`src/rtl/trigger_unit.sv`:
```
`default_nettype none
// ============================================================================
// Module   : trigger_unit
// Purpose  : mcontrol-style address-match triggers with CSR/debugger access
//            and a registered breakpoint / debug-entry request.
// Revision : 1.0 - initial release
// ============================================================================
module trigger_unit #(
  parameter int DATA_WIDTH   = 32,
  parameter int NUM_TRIGGERS = 4,
  parameter int IDX_W        = 4
) (
  input  logic                  cpu_clk,
  input  logic                  cpu_rstn,
  input  logic [11:0]           csr_addr,
  input  logic                  valid_mcsr_rd,
  input  logic                  valid_mcsr_wr,
  input  logic                  mcsr_set,
  input  logic                  mcsr_clr,
  input  logic [DATA_WIDTH-1:0] write_data,
  output logic [DATA_WIDTH-1:0] read_data,
  input  logic                  dbg_mode,
  input  logic                  dbg_reg_access,
  input  logic                  dbg_wr1_rd0,
  input  logic [15:0]           dbg_regno,
  input  logic [DATA_WIDTH-1:0] dbg_write_data,
  output logic [DATA_WIDTH-1:0] dbg_read_data,
  output logic                  dbg_read_data_valid,
  output logic                  dbg_wr,
  input  logic                  priv_m,
  input  logic                  if_valid,
  input  logic [DATA_WIDTH-1:0] if_pc,
  input  logic                  ls_valid,
  input  logic                  ls_store,
  input  logic [DATA_WIDTH-1:0] ls_addr,
  output logic                  trig_hit,
  output logic                  trig_action,
  output logic [IDX_W-1:0]      trig_index
);

  localparam logic [11:0] c_ADDR_TSELECT = 12'h7A0;
  localparam logic [11:0] c_ADDR_TDATA1  = 12'h7A1;
  localparam logic [11:0] c_ADDR_TDATA2  = 12'h7A2;
  localparam logic [11:0] c_ADDR_TINFO   = 12'h7A4;
  localparam logic [3:0]  c_TYPE         = 4'd2;

  logic [IDX_W-1:0]      r_tselect;
  logic [NUM_TRIGGERS-1:0] r_dmode, r_hit, r_action, r_m, r_u, r_exe, r_st, r_ld;
  logic [1:0]            r_match  [NUM_TRIGGERS];
  logic [DATA_WIDTH-1:0] r_tdata2 [NUM_TRIGGERS];

  logic                  w_dbg_active, w_dbg_rd, w_wr_en, w_set, w_clr;
  logic [11:0]           w_addr;
  logic [DATA_WIDTH-1:0] w_wd, w_old, w_wv;
  logic [31:0]           w_tdata1 [NUM_TRIGGERS];
  logic [NUM_TRIGGERS-1:0] w_sel_vec, w_fire;
  logic [31:0]           w_sel_t1;
  logic [DATA_WIDTH-1:0] w_sel_t2;
  logic                  w_sel_dmode, w_protect, w_wr_t1, w_wr_t2, w_wr_tsel;
  logic                  w_new_dmode, w_new_action;
  logic [1:0]            w_new_match;
  logic                  w_any, w_fire_act;
  logic [IDX_W-1:0]      w_fire_idx;

  // Debugger access takes over the CSR address and is always a plain write.
  assign w_dbg_active = dbg_reg_access && (dbg_regno <= 16'h0fff);
  assign w_addr       = w_dbg_active ? dbg_regno[11:0] : csr_addr;
  assign dbg_wr       = w_dbg_active & dbg_wr1_rd0;
  assign w_dbg_rd     = w_dbg_active & ~dbg_wr1_rd0;
  assign w_wr_en      = w_dbg_active ? dbg_wr1_rd0 : valid_mcsr_wr;
  assign w_set        = ~w_dbg_active & mcsr_set;
  assign w_clr        = ~w_dbg_active & mcsr_clr;
  assign w_wd         = w_dbg_active ? dbg_write_data : write_data;

  always_comb begin
    w_sel_t1    = '0;
    w_sel_t2    = '0;
    w_sel_dmode = 1'b0;
    for (int i = 0; i < NUM_TRIGGERS; i++) begin
      w_sel_vec[i] = (r_tselect == IDX_W'(i));
      w_tdata1[i]  = {c_TYPE, r_dmode[i], 6'b0, r_hit[i], 4'b0, 3'b0, r_action[i],
                      1'b0, 2'b0, r_match[i], r_m[i], 2'b0, r_u[i], r_exe[i],
                      r_st[i], r_ld[i]};
      if (w_sel_vec[i]) begin
        w_sel_t1    = w_tdata1[i];
        w_sel_t2    = r_tdata2[i];
        w_sel_dmode = r_dmode[i];
      end
    end
  end

  always_comb begin
    case (w_addr)
      c_ADDR_TSELECT: w_old = DATA_WIDTH'(r_tselect);
      c_ADDR_TDATA1:  w_old = DATA_WIDTH'(w_sel_t1);
      c_ADDR_TDATA2:  w_old = w_sel_t2;
      c_ADDR_TINFO:   w_old = DATA_WIDTH'(32'h4);
      default:        w_old = '0;
    endcase
  end

  assign read_data           = (valid_mcsr_rd | w_dbg_rd) ? w_old : '0;
  assign dbg_read_data       = w_dbg_rd ? read_data : '0;
  assign dbg_read_data_valid = w_dbg_rd;

  assign w_wv = w_set ? (w_old | w_wd) : w_clr ? (w_old & ~w_wd) : w_wd;

  // A trigger owned by debug mode is untouchable by ordinary code.
  assign w_protect    = w_sel_dmode & ~dbg_mode & ~w_dbg_active;
  assign w_wr_t1      = w_wr_en && (w_addr == c_ADDR_TDATA1) && !w_protect;
  assign w_wr_t2      = w_wr_en && (w_addr == c_ADDR_TDATA2) && !w_protect;
  assign w_wr_tsel    = w_wr_en && (w_addr == c_ADDR_TSELECT) &&
                        (w_wv < DATA_WIDTH'(NUM_TRIGGERS));
  assign w_new_dmode  = (dbg_mode | w_dbg_active) ? w_wv[27] : w_sel_dmode;
  assign w_new_action = (w_wv[15:12] == 4'd1) & w_new_dmode;

  always_comb begin
    case (w_wv[10:7])
      4'd2:    w_new_match = 2'b10;
      4'd3:    w_new_match = 2'b11;
      default: w_new_match = 2'b00;
    endcase
  end

  function automatic logic addr_match(input logic [1:0] mt,
                                      input logic [DATA_WIDTH-1:0] a,
                                      input logic [DATA_WIDTH-1:0] t);
    case (mt)
      2'b10:   return a >= t;
      2'b11:   return a < t;
      default: return a == t;
    endcase
  endfunction

  always_comb begin
    w_any      = 1'b0;
    w_fire_idx = '0;
    w_fire_act = 1'b0;
    for (int i = 0; i < NUM_TRIGGERS; i++) begin
      w_fire[i] = ((priv_m ? r_m[i] : r_u[i]) & ~dbg_mode) &
                  ((r_exe[i] & if_valid & addr_match(r_match[i], if_pc, r_tdata2[i])) |
                   (r_ld[i] & ls_valid & ~ls_store & addr_match(r_match[i], ls_addr, r_tdata2[i])) |
                   (r_st[i] & ls_valid & ls_store & addr_match(r_match[i], ls_addr, r_tdata2[i])));
    end
    for (int i = NUM_TRIGGERS - 1; i >= 0; i--) begin
      if (w_fire[i]) begin
        w_any      = 1'b1;
        w_fire_idx = IDX_W'(i);
        w_fire_act = r_action[i];
      end
    end
  end

  always_ff @(posedge cpu_clk or negedge cpu_rstn) begin
    if (!cpu_rstn) begin
      r_tselect   <= '0;
      r_dmode     <= '0;
      r_hit       <= '0;
      r_action    <= '0;
      r_m         <= '0;
      r_u         <= '0;
      r_exe       <= '0;
      r_st        <= '0;
      r_ld        <= '0;
      trig_hit    <= 1'b0;
      trig_action <= 1'b0;
      trig_index  <= '0;
      for (int i = 0; i < NUM_TRIGGERS; i++) begin
        r_match[i]  <= 2'b00;
        r_tdata2[i] <= '0;
      end
    end else begin
      trig_hit <= w_any;
      if (w_any) begin
        trig_index  <= w_fire_idx;
        trig_action <= w_fire_act;
      end
      if (w_wr_tsel) r_tselect <= w_wv[IDX_W-1:0];
      for (int i = 0; i < NUM_TRIGGERS; i++) begin
        // A CSR write to this tdata1 overrides a hit set in the same cycle.
        if (w_wr_t1 && w_sel_vec[i]) begin
          r_dmode[i]  <= w_new_dmode;
          r_hit[i]    <= w_wv[20];
          r_action[i] <= w_new_action;
          r_match[i]  <= w_new_match;
          r_m[i]      <= w_wv[6];
          r_u[i]      <= w_wv[3];
          r_exe[i]    <= w_wv[2];
          r_st[i]     <= w_wv[1];
          r_ld[i]     <= w_wv[0];
        end else if (w_fire[i]) begin
          r_hit[i] <= 1'b1;
        end
        if (w_wr_t2 && w_sel_vec[i]) r_tdata2[i] <= w_wv;
      end
    end
  end

endmodule
`default_nettype wire

```
`config.mk`:
```
export PLATFORM = sky130hd
export DESIGN_NAME = trigger_unit
export DESIGN_NICKNAME = d
export VERILOG_FILES = /design/src/rtl/trigger_unit.sv
export SDC_FILE = /design/constraint.sdc
export NUM_CORES = 1
export LEC_CHECK = 0
export CAP_MARGIN = 20
export CORE_MARGIN = 2
export CORE_UTILIZATION = 25
export DETAILED_ROUTE_END_ITERATION = 8
export GPL_TIMING_DRIVEN = 0
export HOLD_SLACK_MARGIN = 0.08
export PLACE_DENSITY = 0.46
export SYNTH_ARGS = -nofsm -noshare
export SYNTH_HDL_FRONTEND = slang
export SYNTH_SLANG_ARGS = --single-unit
```
`constraint.sdc`:
```
create_clock -name cpu_clk -period 4.3 [get_ports cpu_clk]
set_input_delay 0.86 -clock cpu_clk [delete_from_list [all_inputs] [get_ports cpu_clk]]
set_output_delay 0.86 -clock cpu_clk [all_outputs]
set_load 0.01 [all_outputs]
```
==> flow_summary_export.csv <==
group,metric,value,unit
worst_setup_path,crit_chain,"clkdlybuf4s50_1 -> clkbuf_4 -> nand2_2 -> a21boi_4 -> buf_6 -> nand2_4 -> clkbuf_16 -> or3_4 -> nor2_1 -> clkdlybuf4s15_1",
drt,totalWireLength,82500,um
global_routing,gr-total-overflow,0,
final_layout,utilization,0.323,
worst_setup_path,required,3.44,ns
sta,finClkSkew,0.0156,ns
clock_network,ctsHtreeMaxLevel,4,
sta,layout_worst_path_cycle_share,0.990,
sta,finalCriticalPeriod,4.26,ns
placement,place_congestion,0.971,
global_routing,grt_pass1_vias,16500,
global_routing,antenna_found_initial,3,
synth,avgSynthCellArea,8.45,um^2
outcome,status,"complete, no violations",
worst_setup_path,start_kind,"input port",
final_layout,drive_above_1_share,0.105,
pwr,power,0.00415,W
floorplanning,start_util,0.252,
clock_network,cts_max_path_buffers,2,
clock_network,cts-hold-fix-buffers,0,
clock_network,insertion_delay,0.47,ns
synth,ys.flop_type,"dfrtp_1",
flow_run,cap_violations,0,
worst_setup_path,startpoint,"dbg_reg_access",
worst_setup_path,worstReg2RegStart,"r_tselect[1]",
synth,synth_xor_area_frac,0.0130,
drt,remaining_drc_errors,0,
sta,maxSlewViolCount,0,
synth,syn_inst,1911,
sta,setup_tns,0,ns
worst_setup_path,critPathMaxStageDelay,0.50,ns
synth,netlist_area,16100,um^2
worst_setup_path,crit_arrival,3.40,ns
clock_network,cts_buffers,17,
drt,drt_first_pass_iters,6,
pwr,internal-power,0.00288,W
synth,synth_compound_area_frac,0.200,
synth,async_reset_ff_frac,1.00,
sta,setup_viol,0,
drt,drt-wirelength-per-cell,26.9,um
sta,rsz0062_at_grt,"no",
global_routing,grt_pass1_wl,116000,um
sta,final.setup.worst_slack,0.0425,ns
synth,yosysSeqAreaShare,0.273,
synth,synth_top_family_by_area,"compound AO/OA/AOI/OAI gates",
final_layout,layout_common_cells,"256 x ha_1, 246 x nand2_1, 186 x o21ai_0, 176 x dfrtp_1, 170 x clkdlybuf4s50_1",
drt,vias,16700,
floorplanning,die_width,258,um
drt,first_iter_violations,1713,
placement,dpl.hpwl,67000,um
synth,synth-edff-count,0,
global_routing,grt_usage,0.242,
synth,synth_simple_gate_area_frac,0.191,
floorplanning,core-area,64100,um^2
synth,synth_warnings,0,
placement,io_buffers,236,
worst_setup_path,cp-end-kind,"primary output",
floorplanning,boundaryPins,241,
clock_network,cts.sinks,176,
synth,yosysUniqueCellTypes,88,
clock_network,clk_pin_slew,0.06,ns
floorplanning,rows,93,
pwr,p_clk_frac,0.395,
hold_path,hold_path_class,"input port to async pin",
worst_setup_path,critPathBufInv,5,
final_layout,antenna_cells,0,
drt,antenna_left,0,
pwr,seqPwrFrac,0.398,
floorplanning,die_h,258,um
worst_setup_path,worstSetupPathType,"input port to primary output",
floorplanning,fp.dieArea,66600,um^2
worst_setup_path,cp_top_family,"buffers and inverters",
pwr,p_comb_frac,0.206,
sta,max_freq,0.235,GHz
final_layout,syn2layout_area_growth,28.2,%
pwr,power.density,201,nW/um^2
synth,synth_mux_area_frac,0.0664,
pwr,swShare,0.307,
drt,vias_per_cell,5.45,
final_layout,final_common_cell,"ha_1",
sta,worstMarginPinSlew,1.09,ns
final_layout,final_net_count,2623,
pwr,p_leak,8.66,nW
sta,hold_slack,0.325,ns
clock_network,clockRootBuffer,"clkbuf_16",
clock_network,cts_tree,"yes",
global_routing,grt_max_degree,116,
worst_setup_path,crit_path_top_delay_cell,"clkdlybuf4s50_1",
synth,synth_fa_ha_area_frac,0.198,
pwr,switching_power,0.00127,W
sta,slew_headroom,0.270,
synth,ys_seq_elements,176,
worst_setup_path,crit_fanout,10,
pwr,vdd_drop_max,209,uV
placement,dpl_worst_slack,-2.09,ns
sta,final-hold-violation-count,0,
state kept, by name, indices dropped and copies added (netlist names):
signal,cells
r_tselect,4
r_dmode,4
trig_index,2
r_ld,4
r_exe,4
r_m,4
trig_hit,1
r_match,8
r_u,4
r_tdata2,128
trig_action,1
r_hit,4
r_action,4
r_st,4
what timing repair did:
item / CTS / global route
buffers inserted: 26 / 2
pin swaps: 18 / 7
resized for setup: 208 / 32
endpoints found under the setup margin: 233 / 116
power groups by stage:
stage          registers, W  clock network, W  logic (W)
2_1_floorplan       0.00169                 0   0.000364
3_3_place_gp        0.00169                 0   0.000799
3_5_place_dp        0.00169                 0   0.000819
4_1_cts             0.00165           0.00166   0.000840
5_1_grt             0.00165           0.00171   0.000927
6_report            0.00165           0.00164   0.000857
synth_stat cells, types with 8 or more instances:
library cell  instances  share of area
a211oi_1             18         0.0084
a21o_1               15         0.0070
a21oi_1             135          0.042
a221oi_1              8         0.0043
a22oi_1              18         0.0084
a31oi_1              16         0.0062
and2_1                9         0.0035
and3_1               26          0.010
and4_1               10         0.0054
buf_2                12         0.0037
clkbuf_1             55          0.013
dfrtp_1             176           0.27
ha_1                256           0.20
inv_1               156          0.036
mux2_2                8         0.0056
mux2i_1              27          0.017
mux4_2               31          0.043
nand2_1             249          0.058
nand2b_1             19         0.0074
nand3_1              37          0.011
nand4_1              68          0.026
nor2_1              109          0.025
nor2b_1              15         0.0058
nor3_1               29         0.0090
nor4_1               15         0.0058
o211ai_1             16         0.0074
o21ai_0             186          0.058
o21ai_1              21         0.0065
o31a_1                9         0.0049
or3_1                 9         0.0035
or4_1                 8         0.0037
xor2_1               24          0.013
routing by layer:
layer	wire length [um]	share of wire	track usage
met5	27	0.00033	0
met4	3030	0.037	0.0910
met2	37900	0.46	0.395
met1	35400	0.43	0.314
met3	6100	0.074	0.0508
area by class of cell:
type,instances,area (um^2)
plain buffers,78,445
clock buffers,18,439
inverters,157,593
repair buffers,270,2540
well taps,855,1070
flip-flops and latches,176,4400
clock inverters,13,155
fillers,6728,43400
multi-input cells,1498,11100
stage by stage:
stage | instance area [um^2] | instances
2_1_floorplan | 16100 | 1912
3_3_place_gp | 19600 | 3003
3_5_place_dp | 19700 | 3009
4_1_cts | 20700 | 3064
5_1_grt | 20700 | 3065
6_report | 20700 | 3065
final timing paths:
kind,end,slack (ns),depth (start not counted)
hold / removal,r_u[1],0.32,1
min in group cpu_clk,r_dmode[3],0.48,2
max in group asynchronous,r_tdata2[54],2.97,2
setup / recovery,dbg_read_data[6],0.04,10
setup reg to reg,r_tselect[0],0.26,11
hold reg to reg,r_dmode[3],0.48,2
cells by family after synthesis:
| family | Yosys count |
|---|---|
| compound gates | 520 |
| xor+xnor | 24 |
| fa+ha+maj | 256 |
| buf+inv | 238 |
| flops | 176 |
| mux | 67 |
| other cells | 1 |
| simple gates | 629 |
No activity file was read; power rests on OpenSTA's default activity.
